### config.mk
export PLATFORM = sky130hd
export DESIGN_NAME = barrett_const_gen_64b
export DESIGN_NICKNAME = d
export VERILOG_FILES = /design/src/rtl/barrett_pkg.sv /design/src/rtl/barrett_div_step.sv /design/src/rtl/barrett_const_gen_64b.sv
export SDC_FILE = /design/constraint.sdc
export NUM_CORES = 1
export LEC_CHECK = 0
export CAP_MARGIN = 10
export CORE_UTILIZATION = 40
export CTS_BUF_LIST = sky130_fd_sc_hd__clkbuf_8
export DETAILED_ROUTE_END_ITERATION = 8
export REMOVE_ABC_BUFFERS = 1
export SYNTH_ARGS = -nofsm -noshare
export SYNTH_HDL_FRONTEND = slang
export SYNTH_SLANG_ARGS = --single-unit
### constraint.sdc
create_clock -name iClk -period 6.5 [get_ports iClk]
set_clock_uncertainty 0.05 [all_clocks]
set_input_delay 1.3 -clock iClk [delete_from_list [all_inputs] [get_ports iClk]]
set_output_delay 1.3 -clock iClk [all_outputs]
set_load 0.02 [all_outputs]
### src/rtl/barrett_pkg.sv
// Shared constants and state encoding for the Barrett constant generator.
package barrett_pkg;

  localparam int DATA_W_DEF = 64;
  localparam int U_W        = 2 * DATA_W_DEF;

  // Quotient bits retired per enabled CALC cycle.
  localparam int STEPS_R2   = 1;
  localparam int STEPS_R4   = 2;
  localparam int ITER_R2    = U_W / STEPS_R2;
  localparam int ITER_R4    = U_W / STEPS_R4;

  typedef enum logic [1:0] {
    IDLE = 2'd0,
    CALC = 2'd1,
    DONE = 2'd2
  } barrett_cg_state_t;

endpackage

### src/rtl/barrett_div_step.sv
// One restoring-division step: doubles the partial remainder and conditionally
// subtracts the modulus, yielding the next remainder and one quotient bit.
module barrett_div_step #(
  parameter int DATA_W = 64
) (
  input  logic [DATA_W:0]   remIn,
  input  logic [DATA_W-1:0] modIn,
  output logic [DATA_W:0]   remOut,
  output logic              qBit
);

  logic [DATA_W:0] dbl;
  logic [DATA_W:0] modExt;

  // remIn < M, so doubling never overflows DATA_W+1 bits.
  assign dbl    = remIn << 1;
  assign modExt = {1'b0, modIn};
  assign qBit   = (dbl >= modExt);
  assign remOut = qBit ? (dbl - modExt) : dbl;

endmodule

### src/rtl/barrett_const_gen_64b.sv
// Sequential generator of U = floor(2^(2*DATA_W) / M) by restoring division.
// Define BARRETT_CONST_RADIX4_EN to retire two quotient bits per cycle.
module barrett_const_gen_64b
  import barrett_pkg::*;
#(
  parameter int DATA_W = DATA_W_DEF
) (
  input  logic                  iClk,
  input  logic                  iRstN,
  input  logic                  iEn,
  input  logic                  iClr,
  input  logic                  iStart,
  input  logic [DATA_W-1:0]     iMod,
  output logic                  oBusy,
  output logic                  oDone,
  output logic                  oValid,
  output logic                  oErr,
  output logic [2*DATA_W-1:0]   oU,
  output logic [DATA_W-1:0]     oMod
);

  localparam int UW = 2 * DATA_W;
`ifdef BARRETT_CONST_RADIX4_EN
  localparam int ITERS = UW / STEPS_R4;
`else
  localparam int ITERS = UW / STEPS_R2;
`endif
  localparam int CNT_W = $clog2(ITERS + 1);

  barrett_cg_state_t state;
  logic [DATA_W-1:0] modReg;
  logic [DATA_W:0]   rem;
  logic [UW-1:0]     quo;
  logic [CNT_W-1:0]  cnt;
  logic [DATA_W:0]   remNext;
  logic [UW-1:0]     quoNext;

  logic [DATA_W:0]   remA;
  logic              qA;

  barrett_div_step #(.DATA_W(DATA_W)) uStepA (
    .remIn (rem),
    .modIn (modReg),
    .remOut(remA),
    .qBit  (qA)
  );

`ifdef BARRETT_CONST_RADIX4_EN
  logic [DATA_W:0] remB;
  logic            qB;

  // Second step chained combinationally; qA is the more significant bit.
  barrett_div_step #(.DATA_W(DATA_W)) uStepB (
    .remIn (remA),
    .modIn (modReg),
    .remOut(remB),
    .qBit  (qB)
  );

  assign remNext = remB;
  assign quoNext = {quo[UW-3:0], qA, qB};
`else
  assign remNext = remA;
  assign quoNext = {quo[UW-2:0], qA};
`endif

  assign oMod = modReg;

  always_ff @(posedge iClk) begin
    oDone <= 1'b0;
    if (!iRstN || iClr) begin
      state  <= IDLE;
      oBusy  <= 1'b0;
      oValid <= 1'b0;
      oErr   <= 1'b0;
      oU     <= '0;
      modReg <= '0;
      rem    <= '0;
      quo    <= '0;
      cnt    <= '0;
    end else if (iEn) begin
      case (state)
        IDLE: begin
          if (iStart) begin
            modReg <= iMod;
            oValid <= 1'b0;
            if (iMod < DATA_W'(2)) begin
              // Degenerate modulus: saturate the constant and flag it.
              oErr  <= 1'b1;
              quo   <= '1;
              state <= DONE;
            end else begin
              oErr  <= 1'b0;
              rem   <= (DATA_W+1)'(1);
              quo   <= '0;
              cnt   <= '0;
              oBusy <= 1'b1;
              state <= CALC;
            end
          end
        end
        CALC: begin
          rem <= remNext;
          quo <= quoNext;
          if (cnt == CNT_W'(ITERS - 1)) begin
            oBusy <= 1'b0;
            state <= DONE;
          end else begin
            cnt <= cnt + 1'b1;
          end
        end
        DONE: begin
          oDone  <= 1'b1;
          oValid <= 1'b1;
          oU     <= quo;
          state  <= IDLE;
        end
        default: state <= IDLE;
      endcase
    end
  end

endmodule

==> impl_metrics.env, run 1 <==
export IMPL_nFillCells=4555
export IMPL_rsz0062_at_grt="false"
export IMPL_leakagePower_nw=8.70
export IMPL_crit_fanout=72
export IMPL_drive_above_1_share_pct=5.49
export IMPL_drc_errors=0
export IMPL_final_hold_violation_count=0
export IMPL_antennaDiodeCount=0
export IMPL_r2r_end="rem[52]$_SDFFE_PP0P_"
export IMPL_ys_ff_latch=398
export IMPL_multi_input_area_um2=9550
export IMPL_cts_root_buf="clkbuf_8"
export IMPL_synth_largest_area_cell="dfxtp_1"
export IMPL_min_from="quo[116]$_SDFFE_PP0P_"
export IMPL_reg2regPathDepth=15
export IMPL_clock_sinks=398
export IMPL_rr_startpoint="oMod[4]$_SDFFE_PP0P_"
export IMPL_core_um2=45400
export IMPL_worst_slew_pin_slew_ns=1.21
export IMPL_max_freq_mhz=202
export IMPL_globalplace_congestion=0.900
export IMPL_gr_total_overflow=0
export IMPL_synth_warnings=0
export IMPL_syn_area_um2=18400
export IMPL_drv_cap=0
export IMPL_cpMaxStageDelayCell="buf_4"
export IMPL_setup_tns_ns=0
export IMPL_finalCriticalPeriod_ns=4.95
export IMPL_fin_cells=3280
export IMPL_portBuffers=264
export IMPL_min_period_over_period_pct=76.1
export IMPL_dp_hpwl_um=37700
export IMPL_path_class="input pin to flop"
export IMPL_cts_htree_levels=3
export IMPL_status="finished, final reports clean"
export IMPL_pwr_density_cell_nw_per_um2=249
export IMPL_wire_per_inst_um=17.2
export IMPL_worst_slack_ns=1.55
export IMPL_post_cts_resized=0
export IMPL_die_height_um=217
export IMPL_hold_path_endpoint="oU[116]$_SDFFE_PP0P_"
export IMPL_cts_tree="yes"
export IMPL_cpPeakStageDelay_ns=0.69
export IMPL_async_flop_share_pct=0
export IMPL_postRouteAntennaNets=0
export IMPL_cts_buffers=73
export IMPL_first_iter_violations=923
export IMPL_synth_edf_count=0
export IMPL_cts_clk_slew_worst_paths_ns=0.06
export IMPL_synth_most_common_cell="nand2_1"
export IMPL_vias=17291
export IMPL_ys_flop_type="dfxtp_1"
export IMPL_register_area_um2=7970
export IMPL_synth_seq_area_share_pct=43.3
export IMPL_synth_cell_type_count=63
export IMPL_rows=78
export IMPL_place_inst=3150
export IMPL_hold_buffers=0
export IMPL_critPathRequiredTime_ns=7.02
export IMPL_area_growth_pct=24.6
export IMPL_hold_path_class="flop to flop"
export IMPL_cp_cell_sequence="clkdlybuf4s50_1 -> nor4_1 -> buf_2 -> nand4_1 -> nor4_1 -> inv_1 -> o21ai_4 -> buf_4 -> buf_4 -> a21oi_1 -> nor2_1"
export IMPL_grt_pass1_wl_um=89800
export IMPL_grt_antenna_before_repair=1
export IMPL_place_ws_ns=0.823
export IMPL_finalSetupViolations=0
export IMPL_start_util_pct=40.6
export IMPL_arrival_ns=5.46
export IMPL_synth_area_top_cells="dfxtp_1 (43%), a21oi_1 (11%), nand2_1 (10%)"
export IMPL_regToRegSetupSlack_ns=2.22
export IMPL_slew_limit_headroom_pct=19.5
export IMPL_end_kind="flop"
export IMPL_ys_top_cells_by_count="nand2_1 (507), a21oi_1 (411), dfxtp_1 (398)"
export IMPL_holdPathStages=2
export IMPL_critPathLaunchType="input pin"
export IMPL_ioPinCount=265
export IMPL_syn_avg_cell_area_um2=7.59
export IMPL_cts_post_setup_buffers_inserted=0
export IMPL_viasPerCell=5.27
export IMPL_grt_usage_pct=23.6
export IMPL_maxSlewViolCount=0
export IMPL_grt_max_degree=201
export IMPL_die_w_um=217
export IMPL_dieArea_um2=46900
export IMPL_grt_pass1_vias=16857
export IMPL_clk_insertion_delay_late_ns=0.65
export IMPL_clock_path_buffers=3
export IMPL_yosysTopAreaCellShare_pct=43.3
export IMPL_final_nets=2760
export IMPL_vdd_drop_max_v=0.000168
export IMPL_first_pass_iters=6
export IMPL_wirelength_um=56400
export IMPL_syn_inst=2424
## state kept, by name, indices dropped and copies added, names as in the netlist
name,flops
quo,128
oU,128
state,2
rem,64
oBusy,1
cnt,8
oMod,64
oValid,1
oErr,1
oDone,1
## critical path, delay by kind of cell
family                 cells  cell delay [ns]
AOI/OAI and AO/OA          2             0.28
and+or+nand+nor            4             1.57
buffers and inverters      5             2.26
## where the power goes
group	internal (mW)	switching (mW)
Combinational	0.302	0.473
Clock	1.35	1.08
Sequential	2.48	0.0297
Total	4.13	1.58
## layout make-up
| cell class | instances | share of cell area (%) |
|---|---|---|
| Clock inverter | 39 | 1.11 |
| Tap cell | 600 | 3.27 |
| Sequential cell | 398 | 34.7 |
| Inverter | 86 | 1.41 |
| Timing Repair Buffer | 289 | 12.4 |
| Clock buffer | 91 | 5.46 |
| Multi-Input combinational cell | 1777 | 41.6 |
## routing by layer
| layer | up-vias | global-route usage, % | routed length [µm] |
|---|---|---|---|
| met4 | 2 | 9.06 | 1490 |
| met2 | 426 | 38.6 | 26000 |
| met1 | 8091 | 29.2 | 24900 |
| li1 | 8689 | - | - |
| met5 | - | 0 | 12 |
| met3 | 83 | 6.84 | 3990 |
## logic make-up (layout without fill, tap and decap cells)
group / Yosys count / in the layout / share of synthesized area [%]
and+or+nand+nor: 837 / 837 / 18.9
AOI/OAI and AO/OA: 775 / 775 / 23.1
DFF: 398 / 398 / 43.3
buffers and inverters: 249 / 505 / 5.17
adders and majority gates: 66 / 66 / 4.53
xor gates and xnor gates: 62 / 62 / 2.95
muxes: 37 / 37 / 2.01
## through the flow
step | hold slack (ns) | power, mW | util, % | area, µm²
floorplan | 0.379 | 3.08 | - | 17800
global placement | 0.392 | 3.33 | 47.2 | 21400
detailed placement | 0.396 | 3.33 | 47.2 | 21400
CTS | 0.386 | 5.79 | 50.5 | 22900
global route | 0.412 | 5.98 | 50.5 | 22900
finish | 0.391 | 5.71 | 50.5 | 22900
## cells in the final DEF, fill, tap and decap left out, types with 15 or more instances in the layout
master	count
nand2_1	507
a21oi_1	411
dfxtp_1	398
clkdlybuf4s50_1	264
o21ai_0	224
nor2_1	188
inv_1	112
clkbuf_8	91
ha_1	65
mux2i_1	37
xnor2_1	36
xor2_1	26
nand4_1	25
a21o_1	24
buf_4	22
nor4_1	21
nor3_1	17
o21ai_1	16
and3_1	15
## worst max-delay path by stage
stage	startpoint	to	slack, ns	depth (start not counted)
after floorplan	iEn	rem[60]$_SDFFE_PP0P_	-1.93	6
after global placement	iMod[4]	quo[98]$_SDFFE_PP0P_	0.18	10
after detailed placement	iMod[17]	quo[39]$_SDFFE_PP0P_	0.82	10
after CTS	iMod[17]	quo[39]$_SDFFE_PP0P_	1.53	10
after global routing	iMod[4]	quo[9]$_SDFFE_PP0P_	1.29	11
final	iMod[4]	quo[50]$_SDFFE_PP0P_	1.55	11
Note: power is estimated with default switching activity, not from simulation.
==> run 2, diff against run 1 <==
Clock period 6.5 ns to 4.5 ns, I/O delays scaled along.
==> run 2 against run 1 <==
Net effect: power grew 47%; utilization grew 0.45 points; design area grew 0.90%; sequential cell count is the same; largest power group unchanged.
==> impl_metrics.env, run 2 (synthesis results as in run 1) <==
export IMPL_status="finished, final reports clean"
export IMPL_final_hold_violation_count=0
export IMPL_max_freq_mhz=250
export IMPL_min_period_over_period_pct=88.8
export IMPL_cpLargestDelayFamily="compound AO/OA/AOI/OAI gates"
export IMPL_gr_total_overflow=0
export IMPL_maxSlewViolCount=0
export IMPL_worst_slew_pin_slew_ns=1.21
export IMPL_clkPwrFrac_pct=43.0
export IMPL_cts_clk_slew_worst_paths_ns=0.06
export IMPL_min_from="oU[113]$_SDFFE_PP0P_"
export IMPL_cts_htree_levels=3
export IMPL_path_class="flop to flop"
export IMPL_finalCriticalPeriod_ns=4.00
export IMPL_portBuffers=264
export IMPL_final_nets=2771
export IMPL_rsz0062_at_grt="false"
export IMPL_hold_path_class="flop to flop"
export IMPL_leakagePower_nw=8.80
export IMPL_cp_cell_sequence="inv_1 -> ha_1 -> nand2_1 -> o21ai_0 -> a221oi_1 -> and3_1 -> o311a_1 -> nor3_2 -> a211oi_1 -> or2_1 -> buf_4 -> a21oi_1 -> o21ai_0"
export IMPL_path_buf_inv=2
export IMPL_p_sw_mw=2.31
export IMPL_startpoint="oMod[51]$_SDFFE_PP0P_"
export IMPL_grt_pass1_vias=16795
export IMPL_cts_post_setup_buffers_inserted=0
export IMPL_p_comb_share_pct=13.8
export IMPL_arrival_ns=4.50
export IMPL_first_iter_violations=798
export IMPL_p_total_mw=8.37
export IMPL_start_util_pct=40.6
export IMPL_end_kind="flop"
export IMPL_post_cts_resized=0
export IMPL_vdd_drop_max_v=0.000305
export IMPL_cts_root_buf="clkbuf_8"
export IMPL_hold_buffers=0
export IMPL_power_switching_share_pct=27.6
export IMPL_slew_limit_headroom_pct=19.6
export IMPL_core_um2=45400
export IMPL_grt_usage_pct=23.7
export IMPL_finalSetupViolations=0
export IMPL_drc_errors=0
export IMPL_vias=17499
export IMPL_p_seq_share_pct=43.3
export IMPL_cpMaxStageDelayCell="a211oi_1"
export IMPL_final_cell_mix="nand2_1 (507), a21oi_1 (411), dfxtp_1 (398)"
export IMPL_final_common_cell="nand2_1"
export IMPL_drive_above_1_share_pct=6.12
export IMPL_nFillCells=4449
export IMPL_rows=78
export IMPL_ioPinCount=265
export IMPL_postRouteAntennaNets=0
export IMPL_wire_per_inst_um=17.3
export IMPL_first_pass_iters=5
export IMPL_intPower_mw=6.06
export IMPL_die_height_um=217
export IMPL_area_growth_pct=25.7
export IMPL_top_regs="oU x128, quo x128"
export IMPL_clock_sinks=398
export IMPL_clock_path_buffers=3
export IMPL_place_ws_ns=0.368
export IMPL_pwr_density_cell_nw_per_um2=362
export IMPL_clk_insertion_delay_late_ns=0.65
export IMPL_globalplace_congestion=0.903
export IMPL_crit_fanout=11
export IMPL_cpPeakStageDelay_ns=0.66
export IMPL_grt_antenna_before_repair=6
export IMPL_grt_pass1_wl_um=89900
export IMPL_die_w_um=217
export IMPL_dp_hpwl_um=38200
export IMPL_wirelength_um=56900
export IMPL_critPathRequiredTime_ns=5.01
export IMPL_worst_slack_ns=0.504
export IMPL_drv_cap=0
export IMPL_holdWs_ns=0.403
export IMPL_cts_buffers=73
export IMPL_utilization_pct=51.0
export IMPL_critPathLaunchType="flop"
export IMPL_viasPerCell=5.31
export IMPL_rr_startpoint="oMod[51]$_SDFFE_PP0P_"
export IMPL_dieArea_um2=46900
export IMPL_cts_tree="yes"
export IMPL_crit_top_cell="o21ai_0"
export IMPL_grt_max_degree=160
## run 2: changes by cell type in the layout (fill, tap and decap cells not counted)
cell	delta
buf_12	+6
buf_2	-2
buf_4	+7
clkbuf_8	+4
clkinv_2	+5
clkinv_4	+1
clkinv_8	-2
diode_2	+2
inv_1	-4
nor2_1	+1
nor2_2	-1
## run 2: routing by layer
layer / GRT usage [%] / up-vias / share of wire [%]
li1: - / 8746 / -
met2: 39.5 / 390 / 48
met5: 0 / - / 0.086
met3: 7.27 / 90 / 7.4
met4: 8.10 / 8 / 2.0
met1: 28.8 / 8265 / 43
## run 2: tightest hold or removal path, delay by kind of cell, from the launching register on
family	cells	cell delay [ns]
AO/OA/AOI/OAI	1	0.05
flip-flops	1	0.31
AND/OR/NAND/NOR	1	0.05
## run 2: path summary, 6_finish.rpt
path	to	slack, ns	cells past startpoint
max reg2reg	rem[40]$_SDFFE_PP0P_	0.50	13
min	oU[113]$_SDFFE_PP0P_	0.40	2
max	rem[40]$_SDFFE_PP0P_	0.50	13
min reg2reg	oU[113]$_SDFFE_PP0P_	0.40	2
## run 2: area by class of cell
cell class | instances | area (µm²) | share of cell area (%)
antenna | 2 | 5.00 | 0.0216
clock buffer | 95 | 1310 | 5.65
clock inverter | 39 | 240 | 1.04
inverter | 86 | 323 | 1.39
multi-input combinational | 1777 | 9550 | 41.3
sequential | 398 | 7970 | 34.4
tap | 600 | 751 | 3.24
timing repair buffer | 300 | 3000 | 13.0
## run 2: stage by stage
stage          TNS, ns  std cells  cell area (µm²)
5_1_grt              0       3297            23100
2_1_floorplan  -668.54       2261            17800
3_5_place_dp         0       3161            21600
6_report             0       3297            23100
3_3_place_gp         0       3161            21600
4_1_cts              0       3295            23100
## run 2: power by group through the flow
stage                     combinational, mW  sequential [mW]  clock (mW)
after global placement                 1.15             3.69           0
after CTS                              1.16             3.62        3.71
after floorplan                       0.755             3.70           0
after detailed placement               1.15             3.70           0
final                                  1.15             3.62        3.60
after global routing                   1.25             3.63        3.89
==> run 3, diff against run 2 <==
Settings changed: CORE_ASPECT_RATIO set to 1.25.
==> run 3 against run 2 <==
Net effect: design area shrank 1.1%; combinational power is essentially flat; global-route usage grew 0.75 points; die area is essentially flat; maximum frequency grew 4.4%; sequential cell count is the same; largest power group unchanged.
==> impl_metrics.env, run 3 (synthesis results as in run 1) <==
export IMPL_status="finished, final reports clean"
export IMPL_cts_tree="yes"
export IMPL_cp_depth=14
export IMPL_vias=17573
export IMPL_cts_clk_slew_worst_paths_ns=0.07
export IMPL_final_common_cell="nand2_1"
export IMPL_die_height_um=242
export IMPL_worst_slew_pin_slew_ns=1.20
export IMPL_arrival_ns=4.31
export IMPL_first_pass_iters=7
export IMPL_rsz0062_at_grt="false"
export IMPL_first_iter_violations=930
export IMPL_placedInstanceArea_um2=21600
export IMPL_end_kind="flop"
export IMPL_postRouteAntennaNets=0
export IMPL_min_period_over_period_pct=85.0
export IMPL_leakagePower_nw=8.69
export IMPL_reg2regPathDepth=14
export IMPL_hold_path_endpoint="oU[87]$_SDFFE_PP0P_"
export IMPL_power_switching_share_pct=28.5
export IMPL_clkPwrFrac_pct=39.8
export IMPL_grt_pass1_vias=17442
export IMPL_gr_total_overflow=0
export IMPL_grt_usage_pct=24.4
export IMPL_hold_buffers=0
export IMPL_area_growth_pct=24.4
export IMPL_die_w_um=194
export IMPL_intPower_mw=5.69
export IMPL_drive_above_1_share_pct=5.59
export IMPL_final_nets=2772
export IMPL_p_seq_share_pct=45.5
export IMPL_cts_root_buf="clkbuf_8"
export IMPL_p_total_mw=7.96
export IMPL_pwr_density_cell_nw_per_um2=347
export IMPL_cts_htree_levels=3
export IMPL_regToRegSetupSlack_ns=0.67
export IMPL_final_hold_violation_count=0
export IMPL_multi_input_area_um2=9550
export IMPL_utilization_pct=50.6
export IMPL_rows=87
export IMPL_clk_insertion_delay_late_ns=0.67
export IMPL_slew_limit_headroom_pct=20.0
export IMPL_final_cell_mix="nand2_1 (507), a21oi_1 (411), dfxtp_1 (398)"
export IMPL_nFillCells=4537
export IMPL_r2r_end="rem[15]$_SDFFE_PP0P_"
export IMPL_max_freq_mhz=261
export IMPL_viasPerCell=5.39
export IMPL_path_class="flop to flop"
export IMPL_vdd_drop_max_v=0.000204
export IMPL_core_um2=45300
export IMPL_hold_path_class="flop to flop"
export IMPL_holdPathStages=2
export IMPL_cp_cell_sequence="inv_1 -> ha_1 -> nand2b_1 -> a211o_1 -> a2111oi_4 -> nor3b_1 -> o311a_1 -> nor3_2 -> a211oi_1 -> buf_4 -> nor2_4 -> buf_4 -> mux2i_1 -> o21ai_0"
export IMPL_finalSetupViolations=0
export IMPL_dp_hpwl_um=39600
export IMPL_ioPinCount=265
export IMPL_post_cts_resized=0
export IMPL_cpPeakStageDelay_ns=0.44
export IMPL_cpMaxStageDelayCell="dfxtp_1"
export IMPL_crit_fanout=18
export IMPL_drv_cap=0
export IMPL_wire_per_inst_um=17.8
export IMPL_top_regs="oU x128, quo x128"
export IMPL_maxSlewViolCount=0
export IMPL_p_sw_mw=2.27
export IMPL_grt_antenna_before_repair=7
export IMPL_finalCriticalPeriod_ns=3.83
export IMPL_critPathRequiredTime_ns=4.98
export IMPL_globalplace_congestion=0.983
export IMPL_drc_errors=0
export IMPL_rr_startpoint="oMod[1]$_SDFFE_PP0P_"
export IMPL_start_util_pct=40.6
export IMPL_stdcell_area_um2=22900
export IMPL_grt_pass1_wl_um=92800
export IMPL_register_area_um2=7970
export IMPL_cts_post_setup_buffers_inserted=0
export IMPL_portBuffers=264
export IMPL_clock_sinks=398
export IMPL_cpLargestDelayFamily="compound AO/OA/AOI/OAI gates"
export IMPL_wirelength_um=58100
export IMPL_cts_buffers=67
export IMPL_critPathLaunchType="flop"
export IMPL_p_comb_share_pct=14.7
export IMPL_setup_tns_ns=0
export IMPL_crit_top_cell="buf_4"
export IMPL_min_from="oU[87]$_SDFFE_PP0P_"
export IMPL_dieArea_um2=46900
export IMPL_grt_max_degree=129
export IMPL_path_buf_inv=3
export IMPL_clock_path_buffers=3
## run 3: cell count changes in the layout (fill, tap and decap cells not counted)
cell,previous run,this run
inv_1,108,110
inv_6,1,0
clkinv_8,0,2
clkbuf_8,95,78
clkinvlp_4,1,2
bufinv_16,2,1
buf_4,29,37
clkinv_4,1,0
buf_12,7,6
clkinv_2,10,5
## run 3: power groups by stage
stage                     Combinational (mW)  Clock [mW]  Sequential [mW]
final                                   1.17        3.17             3.62
after CTS                               1.17        3.28             3.62
after global placement                  1.16           0             3.69
after floorplan                        0.755           0             3.70
after global routing                    1.27        3.44             3.62
after detailed placement                1.16           0             3.70
## run 3: metrics by stage
| step | worst slack, ns | cells | hold WS, ns |
|---|---|---|---|
| after global routing | 0.318 | 3260 | 0.421 |
| after CTS | 0.650 | 3260 | 0.404 |
| final | 0.674 | 3262 | 0.402 |
| after floorplan | -3.53 | 2261 | 0.379 |
| after global placement | 0.377 | 3146 | 0.392 |
| after detailed placement | 0.369 | 3146 | 0.396 |
## run 3: how the worst max path moves through the flow
stage	startpoint	endpoint	slack [ns]
finish	oMod[1]$_SDFFE_PP0P_	rem[15]$_SDFFE_PP0P_	0.67
global route	oMod[6]$_SDFFE_PP0P_	rem[15]$_SDFFE_PP0P_	0.32
CTS	oMod[1]$_SDFFE_PP0P_	rem[15]$_SDFFE_PP0P_	0.65
detailed placement	iMod[17]	quo[71]$_SDFFE_PP0P_	0.37
global placement	iMod[17]	rem[60]$_SDFFE_PP0P_	0.38
floorplan	iEn	rem[60]$_SDFFE_PP0P_	-3.53
## run 3: routing by layer
metal / routed length (µm) / GRT usage [%] / part of all wire, % / vias up
li1: - / - / - / 8698
met1: 24700 / 29.2 / 42 / 8313
met2: 28100 / 42.0 / 48 / 459
met3: 3680 / 6.12 / 6.3 / 93
met4: 1610 / 9.45 / 2.8 / 10
met5: 63 / 0 / 0.11 / -
## run 3: worst register-to-register path, delay by kind of cell (launching register included)
kind,cells,cell delay [ns]
flops,1,0.44
fa+ha+maj,1,0.30
mux,1,0.33
compound gates,5,1.28
buf+inv,3,0.61
simple gates,4,0.69
## run 3: layout make-up
type	instances	area share, %
tap	578	3.16
sequential	398	34.8
antenna	2	0.0219
clock inverter	36	0.940
multi-input combinational	1777	41.7
timing repair buffer	307	13.3
inverter	86	1.41
clock buffer	78	4.69
